--- src/rtl/pc_seq_unit_pkg.sv ---
// Shared definitions for the program-counter unit: next-PC select encoding and
// the wrapping increment helper used for both sequential fetch and call return.
package pc_pkg;

    localparam logic [3:0] PC_SRC_INC     = 4'd0;
    localparam logic [3:0] PC_SRC_IMMPC   = 4'd1;
    localparam logic [3:0] PC_SRC_IMMADDR = 4'd2;
    localparam logic [3:0] PC_SRC_RA      = 4'd3;
    localparam logic [3:0] PC_SRC_MARY    = 4'd4;
    localparam logic [3:0] PC_SRC_PCMARY  = 4'd5;
    localparam logic [3:0] PC_SRC_JCMP    = 4'd6;
    localparam logic [3:0] PC_SRC_JCMPLS  = 4'd7;
    localparam logic [3:0] PC_SRC_RET     = 4'd8;

    localparam int PC_SRC_COUNT = 9;
    localparam int PC_MAX_W     = 64;

    // Widest supported PC is PC_MAX_W; callers zero-extend and cast the result back.
    function automatic logic [PC_MAX_W-1:0] pc_inc_wrap(
        input logic [PC_MAX_W-1:0] pc,
        input logic [PC_MAX_W-1:0] inc,
        input int unsigned         width
    );
        logic [PC_MAX_W-1:0] mask;
        mask = (width >= PC_MAX_W) ? '1 : ((64'd1 << width) - 64'd1);
        return (pc + inc) & mask;
    endfunction

endpackage

--- src/rtl/pc_seq_unit_ras_stack.sv ---
// Circular return-address stack: push/pop/replace, full/empty status and
// sticky overflow/underflow flags. Entry contents are not reset.
module ras_stack #(
    parameter int WIDTH     = 16,
    parameter int RAS_DEPTH = 4
) (
    input  logic             clock,
    input  logic             reset_n,
    input  logic             push,
    input  logic             pop,
    input  logic [WIDTH-1:0] push_data,
    output logic             pop_hit,
    output logic [WIDTH-1:0] top_data,
    output logic             empty,
    output logic             full,
    output logic             overflow,
    output logic             underflow
);

    localparam int PTR_W = $clog2(RAS_DEPTH);
    localparam int CNT_W = PTR_W + 1;

    logic [WIDTH-1:0] r_mem [RAS_DEPTH];
    logic [PTR_W-1:0] r_top;
    logic [CNT_W-1:0] r_cnt;
    logic             r_ovf;
    logic             r_udf;

    logic             w_empty;
    logic             w_full;
    logic             w_replace;
    logic             w_push_new;
    logic             w_pop_only;
    logic [PTR_W-1:0] w_top_inc;

    assign w_empty    = (r_cnt == '0);
    assign w_full     = (r_cnt == CNT_W'(RAS_DEPTH));
    // Pop+push on a non-empty stack swaps the top in place; on an empty stack
    // the pop underflows and the push proceeds as a normal push.
    assign w_replace  = push & pop & ~w_empty;
    assign w_push_new = push & ~w_replace;
    assign w_pop_only = pop & ~push & ~w_empty;
    assign w_top_inc  = r_top + PTR_W'(1);

    always_ff @(posedge clock) begin
        if (w_replace)
            r_mem[r_top] <= push_data;
        else if (w_push_new)
            r_mem[w_top_inc] <= push_data;
    end

    // When full, top+1 is the oldest entry, so a push overwrites it naturally.
    always_ff @(posedge clock or negedge reset_n) begin
        if (!reset_n) begin
            r_top <= '0;
            r_cnt <= '0;
            r_ovf <= 1'b0;
            r_udf <= 1'b0;
        end else begin
            if (w_push_new) begin
                r_top <= w_top_inc;
                if (w_full)
                    r_ovf <= 1'b1;
                else
                    r_cnt <= r_cnt + CNT_W'(1);
            end else if (w_pop_only) begin
                r_top <= r_top - PTR_W'(1);
                r_cnt <= r_cnt - CNT_W'(1);
            end
            if (pop && w_empty)
                r_udf <= 1'b1;
        end
    end

    assign pop_hit   = ~w_empty;
    assign top_data  = r_mem[r_top];
    assign empty     = w_empty;
    assign full      = w_full;
    assign overflow  = r_ovf;
    assign underflow = r_udf;

endmodule

--- src/rtl/pc_seq_unit.sv ---
// Program-counter unit: next-PC source mux, PC register and return-address stack.
// Optional target alignment check enabled by defining PC_ALIGN_CHECK_EN.
module pc_seq_unit
    import pc_pkg::*;
#(
    parameter int               WIDTH     = 16,
    parameter int               INC       = 2,
    parameter int               RAS_DEPTH = 4,
    parameter logic [WIDTH-1:0] RESET_VEC = '0
) (
    input  logic             clock,
    input  logic             reset_n,
    input  logic             pcWrite,
    input  logic [3:0]       pcSrc,
    input  logic             call,
    input  logic [WIDTH-1:0] immPlusPC,
    input  logic [WIDTH-1:0] immAddr,
    input  logic [WIDTH-1:0] ra,
    input  logic [WIDTH-1:0] mary,
    input  logic [WIDTH-1:0] pcPlusMary,
    input  logic [WIDTH-1:0] jcmpImm,
    input  logic [WIDTH-1:0] jcmpImmLS,
    output logic [WIDTH-1:0] pcCur,
    output logic             rasEmpty,
    output logic             rasFull,
    output logic             rasOverflow,
    output logic             rasUnderflow,
    output logic             misalign
);

    logic [WIDTH-1:0] r_pc;
    logic [WIDTH-1:0] w_pc_inc;
    logic [WIDTH-1:0] w_next_raw;
    logic [WIDTH-1:0] w_next;
    logic [WIDTH-1:0] w_ras_top;
    logic             w_ras_hit;
    logic             w_push;
    logic             w_pop;

    assign w_pc_inc = WIDTH'(pc_inc_wrap(PC_MAX_W'(r_pc), PC_MAX_W'(INC), WIDTH));
    assign w_push   = pcWrite & call;
    assign w_pop    = pcWrite & (pcSrc == PC_SRC_RET);

    always_comb begin
        w_next_raw = r_pc;
        case (pcSrc)
            PC_SRC_INC:     w_next_raw = w_pc_inc;
            PC_SRC_IMMPC:   w_next_raw = immPlusPC;
            PC_SRC_IMMADDR: w_next_raw = immAddr;
            PC_SRC_RA:      w_next_raw = ra;
            PC_SRC_MARY:    w_next_raw = mary;
            PC_SRC_PCMARY:  w_next_raw = pcPlusMary;
            PC_SRC_JCMP:    w_next_raw = jcmpImm;
            PC_SRC_JCMPLS:  w_next_raw = jcmpImmLS;
            PC_SRC_RET:     w_next_raw = w_ras_hit ? w_ras_top : ra;
            default:        w_next_raw = r_pc;
        endcase
    end

`ifdef PC_ALIGN_CHECK_EN
    localparam logic [WIDTH-1:0] LOW_MASK = WIDTH'(INC - 1);

    logic w_load;
    logic w_misal;
    logic r_misalign;

    // Only real target loads are checked; sequential fetch and hold are exempt.
    assign w_load  = (pcSrc != PC_SRC_INC) && (pcSrc <= PC_SRC_RET);
    assign w_misal = w_load && ((w_next_raw & LOW_MASK) != '0);
    assign w_next  = w_load ? (w_next_raw & ~LOW_MASK) : w_next_raw;

    always_ff @(posedge clock or negedge reset_n) begin
        if (!reset_n)
            r_misalign <= 1'b0;
        else
            r_misalign <= pcWrite & w_misal;
    end

    assign misalign = r_misalign;
`else
    assign w_next   = w_next_raw;
    assign misalign = 1'b0;
`endif

    always_ff @(posedge clock or negedge reset_n) begin
        if (!reset_n)
            r_pc <= RESET_VEC;
        else if (pcWrite)
            r_pc <= w_next;
    end

    ras_stack #(
        .WIDTH     (WIDTH),
        .RAS_DEPTH (RAS_DEPTH)
    ) u_ras (
        .clock     (clock),
        .reset_n   (reset_n),
        .push      (w_push),
        .pop       (w_pop),
        .push_data (w_pc_inc),
        .pop_hit   (w_ras_hit),
        .top_data  (w_ras_top),
        .empty     (rasEmpty),
        .full      (rasFull),
        .overflow  (rasOverflow),
        .underflow (rasUnderflow)
    );

    assign pcCur = r_pc;

endmodule
--- config.mk ---
export PLATFORM = sky130hd
export DESIGN_NAME = pc_seq_unit
export DESIGN_NICKNAME = d
export VERILOG_FILES = /design/src/rtl/pc_seq_unit_pkg.sv /design/src/rtl/pc_seq_unit_ras_stack.sv /design/src/rtl/pc_seq_unit.sv
export SDC_FILE = /design/constraint.sdc
export NUM_CORES = 1
export LEC_CHECK = 0
export ABC_CLOCK_PERIOD_IN_PS = 4950
export CORE_MARGIN = 5
export CORE_UTILIZATION = 25
export CTS_BUF_LIST = sky130_fd_sc_hd__clkbuf_4 sky130_fd_sc_hd__clkbuf_8 sky130_fd_sc_hd__clkbuf_16
export DETAILED_ROUTE_END_ITERATION = 8
export PLACE_DENSITY_LB_ADDON = 0.12
export SLEW_MARGIN = 20
export SYNTH_ARGS = -nofsm -noshare
export SYNTH_HDL_FRONTEND = slang
export SYNTH_SLANG_ARGS = --single-unit
--- constraint.sdc ---
create_clock -name clock -period 4.95 [get_ports clock]
set_input_delay 0.99 -clock clock [delete_from_list [all_inputs] [get_ports clock]]
set_output_delay 0.99 -clock clock [all_outputs]
set_load 0.05 [all_outputs]
==> impl_metrics.json, run 1 <==
{
  "outcome": "finished clean",
  "clkTransAtPathRegs_ps": 70,
  "ant_nets": 0,
  "rsz0062_at_grt": "false",
  "power.density_mw_per_mm2": 360,
  "rr_worst_depth": 6,
  "fin_tns_setup_ps": 0,
  "n_antenna_cell": 0,
  "final_core_util_pct": 35.0,
  "worst_slew_pin_slew_ps": 1030,
  "numClockSinks": 87,
  "grt_max_degree": 54,
  "worstPathArrival_ps": 3310,
  "syn2layout_area_growth_pct": 37.0,
  "worstSetupPathType": "input pin to flip-flop",
  "io_pins": 141,
  "syn_nets": 592,
  "fmax_ghz": 0.303,
  "hold_viol": 0,
  "first_iter_violations": 341,
  "worst_slack_ps": 1650,
  "ir_drop_v": 0.000149,
  "leakagePower_nw": 2.48,
  "crit_fanout": 21,
  "mostFrequentLayoutCells": "clkdlybuf4s50_1 (137), edfxtp_1 (64), nand2_1 (41)",
  "yosysUniqueCellTypes": 66,
  "antenna_found_initial": 0,
  "fin_crit_ps": 3300,
  "hpwlAfterDp_um": 14400,
  "place.gp.congestion": 0.923,
  "worstHoldStart": "u_ras.overflow",
  "regToRegStartpoint": "u_ras.r_cnt[1]",
  "setup_viol": 0,
  "synth_warnings": 0,
  "root_buffer": "clkbuf_16",
  "slew_headroom_pct": 31.5,
  "grt_usage_pct": 15.8,
  "finalCritPeriodShare_pct": 66.6,
  "firstDrtPassIters": 5,
  "vias_per_cell": 5.09,
  "portBuffers": 139,
  "syn_inst": 469,
  "worstHoldPathType": "flip-flop to flip-flop",
  "post_cts_buffers": 0,
  "wirelength_um": 19300,
  "avgSynthCellArea_sq_um": 11.1,
  "gr-total-overflow": 0,
  "initial_core_util_pct": 25.5,
  "synth-seq-area-share_pct": 48.1,
  "drive_above_1_share_pct": 11.2,
  "syn_area_sq_mm": 0.00520,
  "grt_pass1_wl_um": 29000,
  "slew_viol_final": 0,
  "cts_tree": "done",
  "worstPathRequired_ps": 4960,
  "drc": 0,
  "place_ws_ps": 1320,
  "die_w_um": 154,
  "startpoint": "pcSrc[0]",
  "layout_commonest_cell": "clkdlybuf4s50_1",
  "clk_latency_ps": 330,
  "die_h_um": 154,
  "start_kind": "input pin",
  "htreeDepth": 3,
  "rows": 52,
  "cts_buffers": 9,
  "synth_ff_type": "edfxtp_1",
  "core-area_sq_mm": 0.0204,
  "wire_per_inst_um": 22.3,
  "maxCapViolCount": 0,
  "synth-seq-cells": 87,
  "fin_nets": 717,
  "grt_pass1_vias": 4553,
  "clockBufferDepth": 2,
  "timing.hold.ws_ps": 463,
  "hold_depth": 1,
  "async_flop_share_pct": 26.4,
  "cp-end-kind": "flip-flop",
  "cts_resized": 0,
  "total_power_mw": 2.56,
  "via_count": 4419,
  "synth_edf_count": 64,
  "fin_worst_skew_ps": 9.50,
  "dieArea_sq_mm": 0.0238,
  "cts.hold.buffers_added": 0
}
-- worst max-delay path, stage by stage --
cell and delay (ps):
clkdlybuf4s50_1 520, buf_4 290, nor4b_2 80, buf_4 200, a21oi_2 370, ha_1 360
nor3_2 190, buf_4 290
-- power by group --
part | leakage, nW | switching (mW) | internal [mW]
Clock | 0.127 | 0.280 | 0.340
Combinational | 1.49 | 0.500 | 0.384
Sequential | 0.867 | 0.137 | 0.920
Total | 2.48 | 0.917 | 1.64
-- cell usage after synthesis, types with 4 or more instances --
cell type / n / area, sq um
a21oi_1: 26 / 130
nand3b_1: 9 / 67.6
nor3_1: 12 / 60.1
mux2_2: 6 / 67.6
o21ai_0: 28 / 140
nor2b_1: 8 / 50.1
and4_1: 5 / 43.8
nor2_1: 25 / 93.8
nor4_1: 6 / 37.5
and3_1: 7 / 43.8
clkbuf_1: 15 / 56.3
a221oi_1: 8 / 70.1
xnor2_1: 8 / 70.1
and2_1: 4 / 25.0
a21o_1: 4 / 30.0
nand2_1: 41 / 154
a22o_1: 4 / 35.0
nand3_1: 11 / 55.1
a22oi_1: 10 / 75.1
xor2_1: 11 / 96.3
mux2i_1: 14 / 140
edfxtp_1: 64 / 1920
a31oi_1: 5 / 31.3
buf_2: 17 / 85.1
o22ai_1: 4 / 25.0
dfrtp_1: 23 / 576
nand2b_1: 5 / 31.3
inv_1: 8 / 30.0
mux4_2: 18 / 405
-- layout make-up --
cell class                 count  area (sq um)
tap                          270           338
fill                        2044         13200
sequential                    87          2500
clock buffer                   9           225
inverter                       9          35.0
clock inverter                 7          50.0
multi-input combinational    334          2490
timing repair buffer         153          1490
-- routing by layer --
metal,up-vias,track usage (%),part of all wire [%]
li1,2069,-,-
met1,2165,22.6,48
met2,172,24.5,45
met3,13,3.32,6.0
met4,0,4.04,1.5
met5,-,0,0
-- logic make-up after synthesis --
kind of cell	Yosys count	share of synthesized area, %
other	1	0.0722
flip-flops	87	48.0
multiplexers	38	11.8
AND/OR/NAND/NOR	146	14.8
buffers and inverters	48	4.41
XOR/XNOR	19	3.20
adder cells (fa/ha/maj)	3	0.722
AO/OA/AOI/OAI	127	16.9
-- state kept, by name, summed over array words and instances (netlist names) --
register and flops:
u_ras.r_mem 64, pcCur 16, u_ras.r_cnt 3, u_ras.r_top 2
u_ras.overflow 1, u_ras.underflow 1
-- final timing paths --
| kind | to | slack [ps] |
|---|---|---|
| setup / recovery | u_ras.r_mem[3][11] | 1650 |
| hold / removal | u_ras.overflow | 460 |
| setup reg to reg | u_ras.r_mem[3][11] | 2280 |
| hold reg to reg | u_ras.overflow | 460 |
| max in group asynchronous | pcCur[14] | 3640 |
| min in group asynchronous | u_ras.r_cnt[0] | 1030 |
-- through the flow --
step           cell area [sq um]  cells
2_1_floorplan               5200    469
3_3_place_gp                6840    853
3_5_place_dp                6840    853
4_1_cts                     7120    869
5_1_grt                     7120    869
6_report                    7120    869
Note: power is estimated with default switching activity, not from simulation.
==> run 2: changes to the inputs <==
Settings changed: ABC_CLOCK_PERIOD_IN_PS 4950 to 3190.
Clock period 4.95 ns to 3.19 ns, I/O delays scaled along.
==> run 2 against run 1 <==
  * Critical path depth shrank 5
  * Clock power grew 77%
  * Power grew 62%
  * Critical endpoint is now rasEmpty
  * Largest power group unchanged
==> impl_metrics.json, run 2 (same netlist as run 1, synthesis figures left out) <==
{
  "grt_util_met1_pct": 23.2,
  "initial_core_util_pct": 25.5,
  "root_buffer": "clkbuf_16",
  "power.density_mw_per_mm2": 571,
  "htreeDepth": 3,
  "reg2reg_slack_ps": 670,
  "hpwlAfterDp_um": 15300,
  "io_pins": 141,
  "finalCritPeriodShare_pct": 91.1,
  "busiest_layer": "met2",
  "worstHoldStart": "u_ras.overflow",
  "cts_tree": "done",
  "holdPathEnd": "u_ras.overflow",
  "syn2layout_area_growth_pct": 39.8,
  "outcome": "finished clean",
  "n_antenna_cell": 0,
  "largest_register_ffs": 64,
  "hold_viol": 0,
  "portBuffers": 139,
  "antenna_found_initial": 0,
  "grt_usage_pct": 16.2,
  "fin_worst_skew_ps": 9.82,
  "worstPathRequired_ps": 2550,
  "rows": 52,
  "hold_depth": 1,
  "worstSetupPathType": "flip-flop to output port",
  "layout_commonest_cell": "clkdlybuf4s50_1",
  "numClockSinks": 87,
  "fin_nets": 728,
  "cts.hold.buffers_added": 0,
  "start_kind": "flip-flop",
  "clockBufferDepth": 2,
  "die_h_um": 154,
  "ant_nets": 0,
  "post_cts_buffers": 0,
  "first_iter_violations": 313,
  "rsz0062_at_grt": "false",
  "grt_max_degree": 36,
  "slew_headroom_pct": 48.4,
  "setup_viol": 0,
  "cts_buffers": 9,
  "fin_area_sq_mm": 0.00727,
  "place_inst": 864,
  "place.gp.congestion": 0.863,
  "worstHoldPathType": "flip-flop to flip-flop",
  "maxCapViolCount": 0,
  "clkTransAtPathRegs_ps": 70,
  "grt_pass1_wl_um": 29600,
  "dieArea_sq_mm": 0.0238,
  "multi_input_area_sq_mm": 0.00249,
  "total_power_mw": 4.15,
  "fmax_ghz": 0.344,
  "ir_drop_v": 0.000247,
  "via_count": 4453,
  "grtUsageMet2_pct": 25.7,
  "fin_crit_ps": 2910,
  "drive_above_1_share_pct": 12.8,
  "final_core_util_pct": 35.7,
  "worst_slew_pin_slew_ps": 773,
  "slew_viol_final": 0,
  "worstPathArrival_ps": 2270,
  "regToRegStartpoint": "u_ras.r_cnt[1]",
  "core-area_sq_mm": 0.0204,
  "regMostFlops": "u_ras.r_mem",
  "leakagePower_nw": 2.57,
  "drc": 0,
  "grt_use_met3_pct": 3.13,
  "final_cells": 880,
  "clk_latency_ps": 340,
  "gr-total-overflow": 0,
  "reg2reg_to": "u_ras.r_mem[3][13]",
  "register_area_sq_mm": 0.00250,
  "mostFrequentLayoutCells": "clkdlybuf4s50_1 (137), edfxtp_1 (64), nand2_1 (41)",
  "firstDrtPassIters": 4,
  "die_w_um": 154,
  "cts_resized": 0,
  "wirelength_um": 19900,
  "vias_per_cell": 5.06,
  "rr_worst_depth": 8,
  "grt_pass1_vias": 4588,
  "place_area_sq_mm": 0.00695,
  "wire_per_inst_um": 22.6,
  "cp-end-kind": "output port",
  "crit_fanout": 8,
  "num-fill-cells": 2033
}
-- run 2: cell count changes in the layout (fill, tap and decap cells not counted) --
| cell | before | now |
|---|---|---|
| buf_12 | 0 | 2 |
| inv_8 | 0 | 2 |
| inv_6 | 0 | 1 |
| clkinv_8 | 0 | 1 |
| buf_4 | 14 | 23 |
| clkinv_2 | 3 | 2 |
| clkinvlp_4 | 3 | 1 |
| clkinv_4 | 2 | 0 |
| bufinv_16 | 0 | 1 |
-- run 2: critical path, stage by stage (launching register included) --
cell and delay [ps]:
dfrtp_1 470, or3_1 440, clkinv_2 160, clkdlybuf4s50_1 860
-- run 2: per-layer routing --
metal	part of all wire, %	routed length (um)	vias up
met1	48	9570	2178
met5	0	0	-
li1	-	-	2088
met2	44	8850	174
met3	6.3	1260	13
met4	1.1	212	0
-- run 2: layout make-up --
type,count,area share [%]
clock inverters,7,1.24
clock buffers,9,3.10
multi-input cells,334,34.2
inverters,9,0.482
repair buffers,164,21.9
flip-flops and latches,87,34.4
well taps,270,4.65
-- run 2: worst max-delay path by stage --
stage	start	to	slack, ps
after global placement	pcSrc[3]	pcCur[10]	230
final	u_ras.r_cnt[1]	rasEmpty	280
after global routing	u_ras.r_cnt[1]	rasEmpty	230
after CTS	u_ras.r_cnt[1]	rasEmpty	270
after detailed placement	pcSrc[3]	pcCur[7]	140
after floorplan	pcSrc[1]	u_ras.r_mem[1][0]	-160
-- run 2: report_power, final --
part / internal (mW) / switching [mW]
combinational: 0.626 / 0.823
clock: 0.626 / 0.472
sequential: 1.43 / 0.172
-- run 2: metrics by stage --
stage / setup slack [ps] / setup TNS (ps) / hold slack, ps
2_1_floorplan: -156 / -4990 / 342
3_3_place_gp: 227 / 0 / 460
3_5_place_dp: 140 / 0 / 459
4_1_cts: 269 / 0 / 475
5_1_grt: 228 / 0 / 488
6_report: 284 / 0 / 473
